### src/rtl/axi4_w_req_arb.sv
// axi4_w_req_arb: shares one AXI4 write-master bridge between NREQ requesters.
// Round-robin arbitration, a one-cycle request pulse to the master, and one
// write in flight until its B response returns. Completion is reported back
// with the requester index and the response code.
// Optional build macro AXI4_W_ARB_TIMEOUT_EN adds a response timeout of
// TO_CYC cycles in WAIT_B and the sticky o_timeout output.
module axi4_w_req_arb #(
    parameter int unsigned NREQ   = 4,
    parameter int unsigned ADRW   = 32,
    parameter int unsigned TO_CYC = 1024,
    localparam int unsigned IDW   = $clog2(NREQ)
) (
    input  logic              i_clk,
    input  logic              i_rst_n,
    input  logic [NREQ-1:0]   i_req_valid,
    output logic [NREQ-1:0]   o_req_ready,
    input  logic [NREQ*ADRW-1:0] i_req_addr,
    input  logic [NREQ*8-1:0] i_req_len,
    input  logic [NREQ*3-1:0] i_req_size,
    output logic [IDW-1:0]    o_grant_sel,
    output logic              o_m_req_valid,
    output logic [ADRW-1:0]   o_m_req_addr,
    output logic [7:0]        o_m_req_len,
    output logic [2:0]        o_m_req_size,
    input  logic              i_m_bvalid,
    input  logic [1:0]        i_m_bresp,
    output logic              o_done_valid,
    output logic [IDW-1:0]    o_done_id,
    output logic [1:0]        o_done_resp,
    output logic              o_busy
`ifdef AXI4_W_ARB_TIMEOUT_EN
    ,
    output logic              o_timeout
`endif
);

    typedef enum logic [1:0] {
        StIdle  = 2'd0,
        StIssue = 2'd1,
        StWaitB = 2'd2,
        StDone  = 2'd3
    } state_e;

    state_e          state_q;
    logic [IDW-1:0]  ptr_q;
    logic            arb_found;
    logic [IDW-1:0]  arb_win;
    int unsigned     arb_idx;

`ifdef AXI4_W_ARB_TIMEOUT_EN
    localparam int unsigned CNTW = (TO_CYC > 1) ? $clog2(TO_CYC) : 1;
    logic [CNTW-1:0] to_cnt_q;
`endif

    // Round-robin pick: first valid requester at or above the pointer, with wrap.
    always_comb begin
        arb_found = 1'b0;
        arb_win   = '0;
        arb_idx   = 0;
        for (int i = 0; i < NREQ; i++) begin
            arb_idx = (32'(ptr_q) + 32'(i)) % NREQ;
            if (!arb_found && i_req_valid[arb_idx]) begin
                arb_found = 1'b1;
                arb_win   = IDW'(arb_idx);
            end
        end
    end

    // Control FSM; all outputs are registered and reflect the state being entered.
    always_ff @(posedge i_clk) begin
        if (!i_rst_n) begin
            state_q       <= StIdle;
            ptr_q         <= '0;
            o_req_ready   <= '0;
            o_grant_sel   <= '0;
            o_m_req_valid <= 1'b0;
            o_m_req_addr  <= '0;
            o_m_req_len   <= '0;
            o_m_req_size  <= '0;
            o_done_valid  <= 1'b0;
            o_done_id     <= '0;
            o_done_resp   <= '0;
            o_busy        <= 1'b0;
`ifdef AXI4_W_ARB_TIMEOUT_EN
            to_cnt_q      <= '0;
            o_timeout     <= 1'b0;
`endif
        end else begin
            // Pulses default low; only the entering transition raises them.
            o_req_ready   <= '0;
            o_m_req_valid <= 1'b0;
            o_done_valid  <= 1'b0;
            unique case (state_q)
                StIdle: begin
                    if (arb_found) begin
                        o_req_ready   <= NREQ'(1) << arb_win;
                        o_grant_sel   <= arb_win;
                        o_m_req_addr  <= i_req_addr[32'(arb_win) * ADRW +: ADRW];
                        o_m_req_len   <= i_req_len[32'(arb_win) * 8 +: 8];
                        o_m_req_size  <= i_req_size[32'(arb_win) * 3 +: 3];
                        o_m_req_valid <= 1'b1;
                        o_busy        <= 1'b1;
                        state_q       <= StIssue;
                    end
                end
                StIssue: begin
                    // The B response cannot arrive yet, so bvalid is not looked at.
`ifdef AXI4_W_ARB_TIMEOUT_EN
                    to_cnt_q <= '0;
`endif
                    state_q <= StWaitB;
                end
                StWaitB: begin
                    if (i_m_bvalid) begin
                        o_done_valid <= 1'b1;
                        o_done_id    <= o_grant_sel;
                        o_done_resp  <= i_m_bresp;
                        state_q      <= StDone;
                    end
`ifdef AXI4_W_ARB_TIMEOUT_EN
                    else if (to_cnt_q == CNTW'(TO_CYC - 1)) begin
                        o_done_valid <= 1'b1;
                        o_done_id    <= o_grant_sel;
                        o_done_resp  <= 2'b11;
                        o_timeout    <= 1'b1;
                        state_q      <= StDone;
                    end else begin
                        to_cnt_q <= to_cnt_q + 1'b1;
                    end
`endif
                end
                StDone: begin
                    if (o_grant_sel == IDW'(NREQ - 1)) begin
                        ptr_q <= '0;
                    end else begin
                        ptr_q <= o_grant_sel + 1'b1;
                    end
                    o_busy  <= 1'b0;
                    state_q <= StIdle;
                end
                default: state_q <= StIdle;
            endcase
        end
    end

endmodule

### config.mk
export PLATFORM = sky130hd
export DESIGN_NAME = axi4_w_req_arb
export DESIGN_NICKNAME = d
export VERILOG_FILES = /design/src/rtl/axi4_w_req_arb.sv
export SDC_FILE = /design/constraint.sdc
export NUM_CORES = 1
export LEC_CHECK = 0
export ABC_AREA = 1
export BUFFER_PORTS_ARGS = -buffer_cell sky130_fd_sc_hd__buf_2
export CAP_MARGIN = 20
export CORE_ASPECT_RATIO = 0.75
export CORE_MARGIN = 5
export CORE_UTILIZATION = 38
export DETAILED_ROUTE_END_ITERATION = 8
export PLACE_DENSITY = 0.73
export SLEW_MARGIN = 40
export SYNTH_ARGS = -nofsm -noshare
export SYNTH_HDL_FRONTEND = slang
export SYNTH_SLANG_ARGS = --single-unit
### constraint.sdc
create_clock -name i_clk -period 1.94 [get_ports i_clk]
set_input_delay 0.388 -clock i_clk [delete_from_list [all_inputs] [get_ports i_clk]]
set_output_delay 0.388 -clock i_clk [all_outputs]
set_load 0.01 [all_outputs]
==> run metrics, run 1 <==
status complete, but fails checks; failing checks setup timing; Final Max Tran Viols 0; DIE WIDTH 130 um; Worst Path Class, Setup reg -> reg; number of synthesized register bits 60; Worst setup SP type flop; initial detailed-routing violation count 429; clk root buf clkbuf_16; clk_lat worst skew 0.33 ns; Multi-input gate area 0.00293 mm2; # DRC 0; CP top delay family buffers and inverters; CP peak stage delay 0.36 ns; Ys Warns 0; final worst path period share 1.06; Synth Area in XOR/XNOR 0; post-synth net total 889; H-tree depth 3; Crit-path slowest cell dfxtp_4; synthesized area per cell 5.87 um2; DP HPWL 11200 um; first-pass GRT wire length 25100 um; total congestion overflow 0; die area 0.0131 mm2; ANT nets after route 0; buffers plus inverters on the worst setup path 6; hold buffers post-CTS 0; Syn Std Cell Area 0.00413 mm2; Leak 4.05 nW; Pwr Density 1580 mW/mm2; Core Area 0.0108 mm2; total vias in the final route 5768; Hold Path Class in -> reg; row cnt 33; sequential cell area 0.00121 mm2; unrepaired setup endpoints after global routing yes; CTS clk-pin slew, worst paths 0.06 ns; Final Hold Viols 0; post-synthesis mux area share 0; fill count 993; gpl congestion 0.833; Routed Wire Length 18300 um; post-synthesis cell count 703; WP data required 2.17 ns; Compound-Gate Fraction of Synth Area 0.0218; pre-CTS WS -0.114 ns; Max Cap Viol 0; VDD IR max 0.784 mV; CTS tree done; actual slew at the worst max-slew pin 0.326 ns; fin util 0.671; GRT Util Overall 0.238; Setup crit end kind flop; port bufs 236; wire length per cell 16.4 um; relative max-transition margin 0.782; DR vias/cell 5.17; worst-path maximum fanout 5; IO Pins 237; crit path DAT 2.29 ns; Post-Synth Simple-Gate Area 0.519; sequential fraction of the synthesis area 0.291; final setup fails 45; Initial Util 0.383; cts bufs inserted 9; Clock Skews 0.00776 ns; vias in the first global route 5207; Pre-antenna DRT Iters 5; initial antenna violation count 2; Nets 1156; Tmin final 2.06 ns; Syn-to-layout area delta 75.1%; Die Y 100 um; Fmax achieved 486 MHz; post-route setup slack -0.119 ns; clk sink count 60; layout cells sized above 1 0.466; post-synthesis adder-cell area fraction 0.0152; largest family of logic cells by synthesized area simple AND/OR/NAND/NOR gates; Cell Chain, Critical Path buf_6 -> nand2_4 -> nand2_4 -> buf_4 -> nand2_4 -> o21ai_4 -> buf_4 -> nand3_4 -> nand2_8 -> buf_6 -> buf_12 -> buf_12 -> nand3_1 -> nand3_1 -> nand3_1 -> nand2_1; Distinct cells, synth 22; largest net degree at the start of global routing 40; CTS Buffer Depth 2
worst register-to-register path: stages (launching register included):
cell and delay [ns]:
dfxtp_4 0.36, buf_6 0.13, nand2_4 0.06, nand2_4 0.05
buf_4 0.14, nand2_4 0.07, o21ai_4 0.06, buf_4 0.15
nand3_4 0.10, nand2_8 0.08, buf_6 0.14, buf_12 0.14
buf_12 0.13, nand3_1 0.06, nand3_1 0.12, nand3_1 0.11
nand2_1 0.05
final cells by class:
type / count / area share
Multi-Input combinational cell: 499 / 0.405
Tap cell: 140 / 0.0242
Antenna cell: 1 / 0.000346
Clock buffer: 9 / 0.0312
Timing Repair Buffer: 307 / 0.310
Clock inverter: 7 / 0.0126
Sequential cell: 60 / 0.167
Inverter: 93 / 0.0504
power breakdown:
group,switching (mW),internal [mW]
Sequential,0.211,1.65
Combinational,4.28,3.57
Clock,0.597,1.12
Total,5.09,6.34
Yosys cell counts, drive strengths merged:
master | instances | area share
clkbuf | 12 | 0.011
ha | 5 | 0.015
o21ai | 10 | 0.012
o211a | 1 | 0.0024
nor3 | 2 | 0.0024
clkinv | 1 | 0.00091
a21oi | 6 | 0.0073
inv | 92 | 0.084
nand2 | 176 | 0.16
nor2 | 45 | 0.043
dfxtp | 60 | 0.29
nand4 | 2 | 0.0030
buf | 39 | 0.057
nand3 | 252 | 0.31
sequential cells by signal, summed over array words and instances, names as in the netlist, 2 cells and up:
register and count:
o_done_id 2, o_done_resp 2, o_grant_sel 2, o_m_req_addr 32, o_m_req_len 8, o_m_req_size 3
o_req_ready 4, ptr_q 2, state_q 2
cell families after synthesis:
kind of cell,after synthesis
AND/OR/NAND/NOR,477
buffers and inverters,144
flip-flops,60
AO/OA/AOI/OAI,17
adder cells (fa/ha/maj),5
routing by layer:
layer  part of all wire  up-vias  global-route usage
met5            0.00038        -                   0
met4              0.018        2              0.0735
met3              0.088       33              0.0670
met2               0.49      286               0.390
met1               0.41     2644               0.306
li1                   -     2803                   -
path summary, 6_finish.rpt:
| check | startpoint | to | slack (ns) | cells past startpoint |
|---|---|---|---|---|
| worst max-delay path | ptr_q[0] | o_m_req_addr[5] | -0.12 | 16 |
| worst min-delay path | i_m_bresp[0] | o_done_resp[0] | 0.31 | 3 |
| worst max register to register | ptr_q[0] | o_m_req_addr[5] | -0.12 | 16 |
| worst min register to register | o_m_req_addr[4] | o_m_req_addr[4] | 0.46 | 2 |
repair_timing:
action                                  4_1_cts  5_1_grt
hold endpoints to repair                      0        0
endpoints found under the setup margin       47       50
setup buffers                                 9       11
resized for setup                            33      154
pin swaps                                    10       55
cloned                                        7       12
cell usage in the layout (no fill, tap or decap), drive strengths merged:
master / instances
nand2: 176
bufinv: 2
inv: 92
dfxtp: 60
nand4: 2
diode: 1
clkinv: 5
o21ai: 10
nand3: 252
a21oi: 6
ha: 5
nor2: 45
clkinvlp: 1
nor3: 2
buf: 298
clkbuf: 18
o211a: 1
stage by stage:
stage	total power [mW]	cells	TNS [ns]	hold WS, ns	cell area (um2)
finish	11.4	1116	-3.49	0.313	7230
global route	12.1	1116	-7.29	0.357	7230
CTS	9.53	1094	-1.22	0.301	6270
detailed placement	6.85	1062	-2.62	0.460	5560
global placement	6.80	1062	-1.65	0.455	5560
floorplan	5.21	703	0	0.490	4130
Power figures use the tool's default switching activity.
==> run 2, diff against run 1 <==
--- a/config.mk
+++ b/config.mk
@@ -6,7 +6,8 @@
 export NUM_CORES = 1
 export LEC_CHECK = 0
 export ABC_AREA = 1
-export BUFFER_PORTS_ARGS = -buffer_cell sky130_fd_sc_hd__buf_2
+export ABC_CLOCK_PERIOD_IN_PS = 1940
+export BUFFER_PORTS_ARGS = -buffer_cell sky130_fd_sc_hd__buf_4
 export CAP_MARGIN = 20
 export CORE_ASPECT_RATIO = 0.75
 export CORE_MARGIN = 5
@@ -17,3 +18,4 @@
 export SYNTH_ARGS = -nofsm -noshare
 export SYNTH_HDL_FRONTEND = slang
 export SYNTH_SLANG_ARGS = --single-unit
+export TNS_END_PERCENT = 20
==> run metrics, run 2 (synthesized netlist as in run 1, its figures left out) <==
status finished, final reports clean (was complete, but fails checks); total congestion overflow 0 (unchanged); Max Cap Viol 0 (unchanged); largest net degree at the start of global routing 48 (was 40); Seq pwr share 0.179 (was 0.163); DP HPWL 11400 um (was 11200 um); combinational power share 0.656 (was 0.687); DR vias/cell 5.07 (was 5.17); Syn-to-layout area delta 73.5% (was 75.1%); Pre-antenna DRT Iters 5 (unchanged); Die Y 100 um (unchanged); initial antenna violation count 0 (was 2); commonest non-fill, non-tap cell in the layout buf_4 (was buf_2); wire length per cell 15.9 um (was 16.4 um); worst hold path cell count 3 (unchanged); CTS tree done (unchanged); final setup fails 0 (was 45); initial detailed-routing violation count 363 (was 429); H-tree depth 3 (unchanged); final worst path period share 0.990 (was 1.06); crit path DAT 2.14 ns (was 2.29 ns); R2R depth 14 (was 16); Hold Path Class in -> reg (unchanged); ANT nets after route 0 (unchanged); Final Hold Viols 0 (unchanged); min-delay src i_m_bresp[0] (unchanged); Fmax achieved 521 MHz (was 486 MHz); Leak 3.92 nW (was 4.05 nW); max reg flops 32 (unchanged); most frequent cells in the layout buf_4 (248), nand3_1 (223), nand2_1 (133) (was buf_2 (236), nand3_1 (185), nand2_1 (128)); fin util 0.665 (was 0.671); Internal 5.92 mW (was 6.34 mW); die area 0.0131 mm2 (unchanged); WP data required 2.16 ns (was 2.17 ns); Tmin final 1.92 ns (was 2.06 ns); port bufs 236 (unchanged); Worst setup SP type flop (unchanged); Core Area 0.0108 mm2 (unchanged); R2R setup slack 0.02 ns (was -0.12 ns); Initial Util 0.383 (unchanged); IO Pins 237 (unchanged); CTS clk-pin slew, worst paths 0.06 ns (about the same); Worst Path Class, Setup reg -> reg (unchanged); clk_lat worst skew 0.33 ns (about the same); total vias in the final route 5520 (was 5768); reg-to-reg endpoint o_m_req_addr[2] (was o_m_req_addr[5]); Clock Skews 0.00489 ns (was 0.00776 ns); setup TNS 0 ns (was -3.49 ns); Setup crit end kind flop (unchanged); vias in the first global route 4765 (was 5207); relative max-transition margin 0.633 (was 0.782); Routed Wire Length 17300 um (was 18300 um); Reg with most FFs o_m_req_addr (unchanged); # DRC 0 (unchanged); DIE WIDTH 130 um (unchanged); Pwr Density 1470 mW/mm2 (was 1580 mW/mm2); Final Max Tran Viols 0 (unchanged); worst-path maximum fanout 11 (was 5); GRT Util Overall 0.220 (was 0.238); first-pass GRT wire length 23100 um (was 25100 um); layout cells sized above 1 0.404 (was 0.466); actual slew at the worst max-slew pin 0.547 ns (was 0.326 ns); Tot Pwr 10.5 mW (was 11.4 mW); CTS Buffer Depth 2 (unchanged); clock power share 0.166 (was 0.150); unrepaired setup endpoints after global routing yes (unchanged); Hold EP o_done_resp[0] (unchanged); cts bufs inserted 9 (unchanged); row cnt 33 (unchanged); Nets 1129 (was 1156); switching share of total power 0.438 (was 0.446); NetSw 4.61 mW (was 5.09 mW); Crit Reg-Reg Startpoint ptr_q[0] (unchanged); VDD IR max 0.881 mV (was 0.784 mV); clk root buf clkbuf_16 (unchanged); clk sink count 60 (unchanged); Ant. Diodes 0 (was 1); gpl congestion 0.846 (was 0.833); biggest regs o_m_req_addr: 32 flops, o_m_req_len: 8 flops, o_req_ready: 4 flops (unchanged)
-- run 2: cell type report --
| type | count | area [um2] |
|---|---|---|
| inverters | 93 | 362 |
| clock buffers | 9 | 225 |
| clock inverters | 7 | 98.8 |
| well taps | 140 | 175 |
| fillers | 955 | 3610 |
| multi-input cells | 500 | 2620 |
| flip-flops and latches | 60 | 1210 |
| repair buffers | 279 | 2470 |
-- run 2: repair_timing --
item	CTS	global route
buffers inserted	0	2
pin swaps	0	29
resized for setup	3	96
endpoints found under the setup margin	47	50
gates cloned	0	13
hold endpoints to repair	0	0
hold buffers	0	0
-- run 2: worst max-delay path by stage --
stage                               from          endpoint  slack, ns  depth (start not counted)
after floorplan                 ptr_q[0]  o_m_req_addr[19]       0.23                         14
after global placement    i_req_valid[3]  o_m_req_addr[15]      -0.03                         14
after detailed placement        ptr_q[0]  o_m_req_addr[15]      -0.08                         15
after CTS                       ptr_q[0]   o_m_req_addr[4]      0.002                         13
after global routing            ptr_q[0]  o_m_req_addr[11]      -0.12                         14
final                           ptr_q[0]   o_m_req_addr[2]       0.02                         14
-- run 2: power by group through the flow --
stage | registers (mW) | logic, mW | clock network [mW]
floorplan | 2.04 | 3.18 | 0
global placement | 1.88 | 5.45 | 0
detailed placement | 1.89 | 5.48 | 0
CTS | 1.87 | 5.52 | 1.78
global route | 1.93 | 7.49 | 1.83
finish | 1.88 | 6.91 | 1.74
-- run 2: worst max-delay path, stage by stage, from the launching register on --
cell and delay, ns:
dfxtp_4 0.39, inv_4 0.07, nand2_2 0.08, nand2_4 0.07, nand2_2 0.09, nand2_2 0.06
nor2_4 0.18, nand3_4 0.12, nand2_8 0.15, nand2_4 0.12, clkbuf_16 0.19, nand2_1 0.07
nand3_1 0.07, nand3_1 0.10, nand2_1 0.05
-- run 2: stage by stage --
| stage | hold WS (ns) | worst slack [ns] | std cells | instance area [um2] |
|---|---|---|---|---|
| finish | 0.314 | 0.0194 | 1088 | 7160 |
| global route | 0.347 | -0.123 | 1088 | 7160 |
| CTS | 0.302 | 0.00177 | 1073 | 6520 |
| detailed placement | 0.461 | -0.0750 | 1057 | 6190 |
| global placement | 0.459 | -0.0316 | 1057 | 6190 |
| floorplan | 0.490 | 0.231 | 703 | 4130 |
-- run 2: routing by layer --
metal,part of all wire,up-vias,global-route usage
met5,0,-,0
met4,0.023,0,0.0514
met2,0.48,228,0.352
met1,0.41,2511,0.292
li1,-,2742,-
met3,0.091,39,0.0654
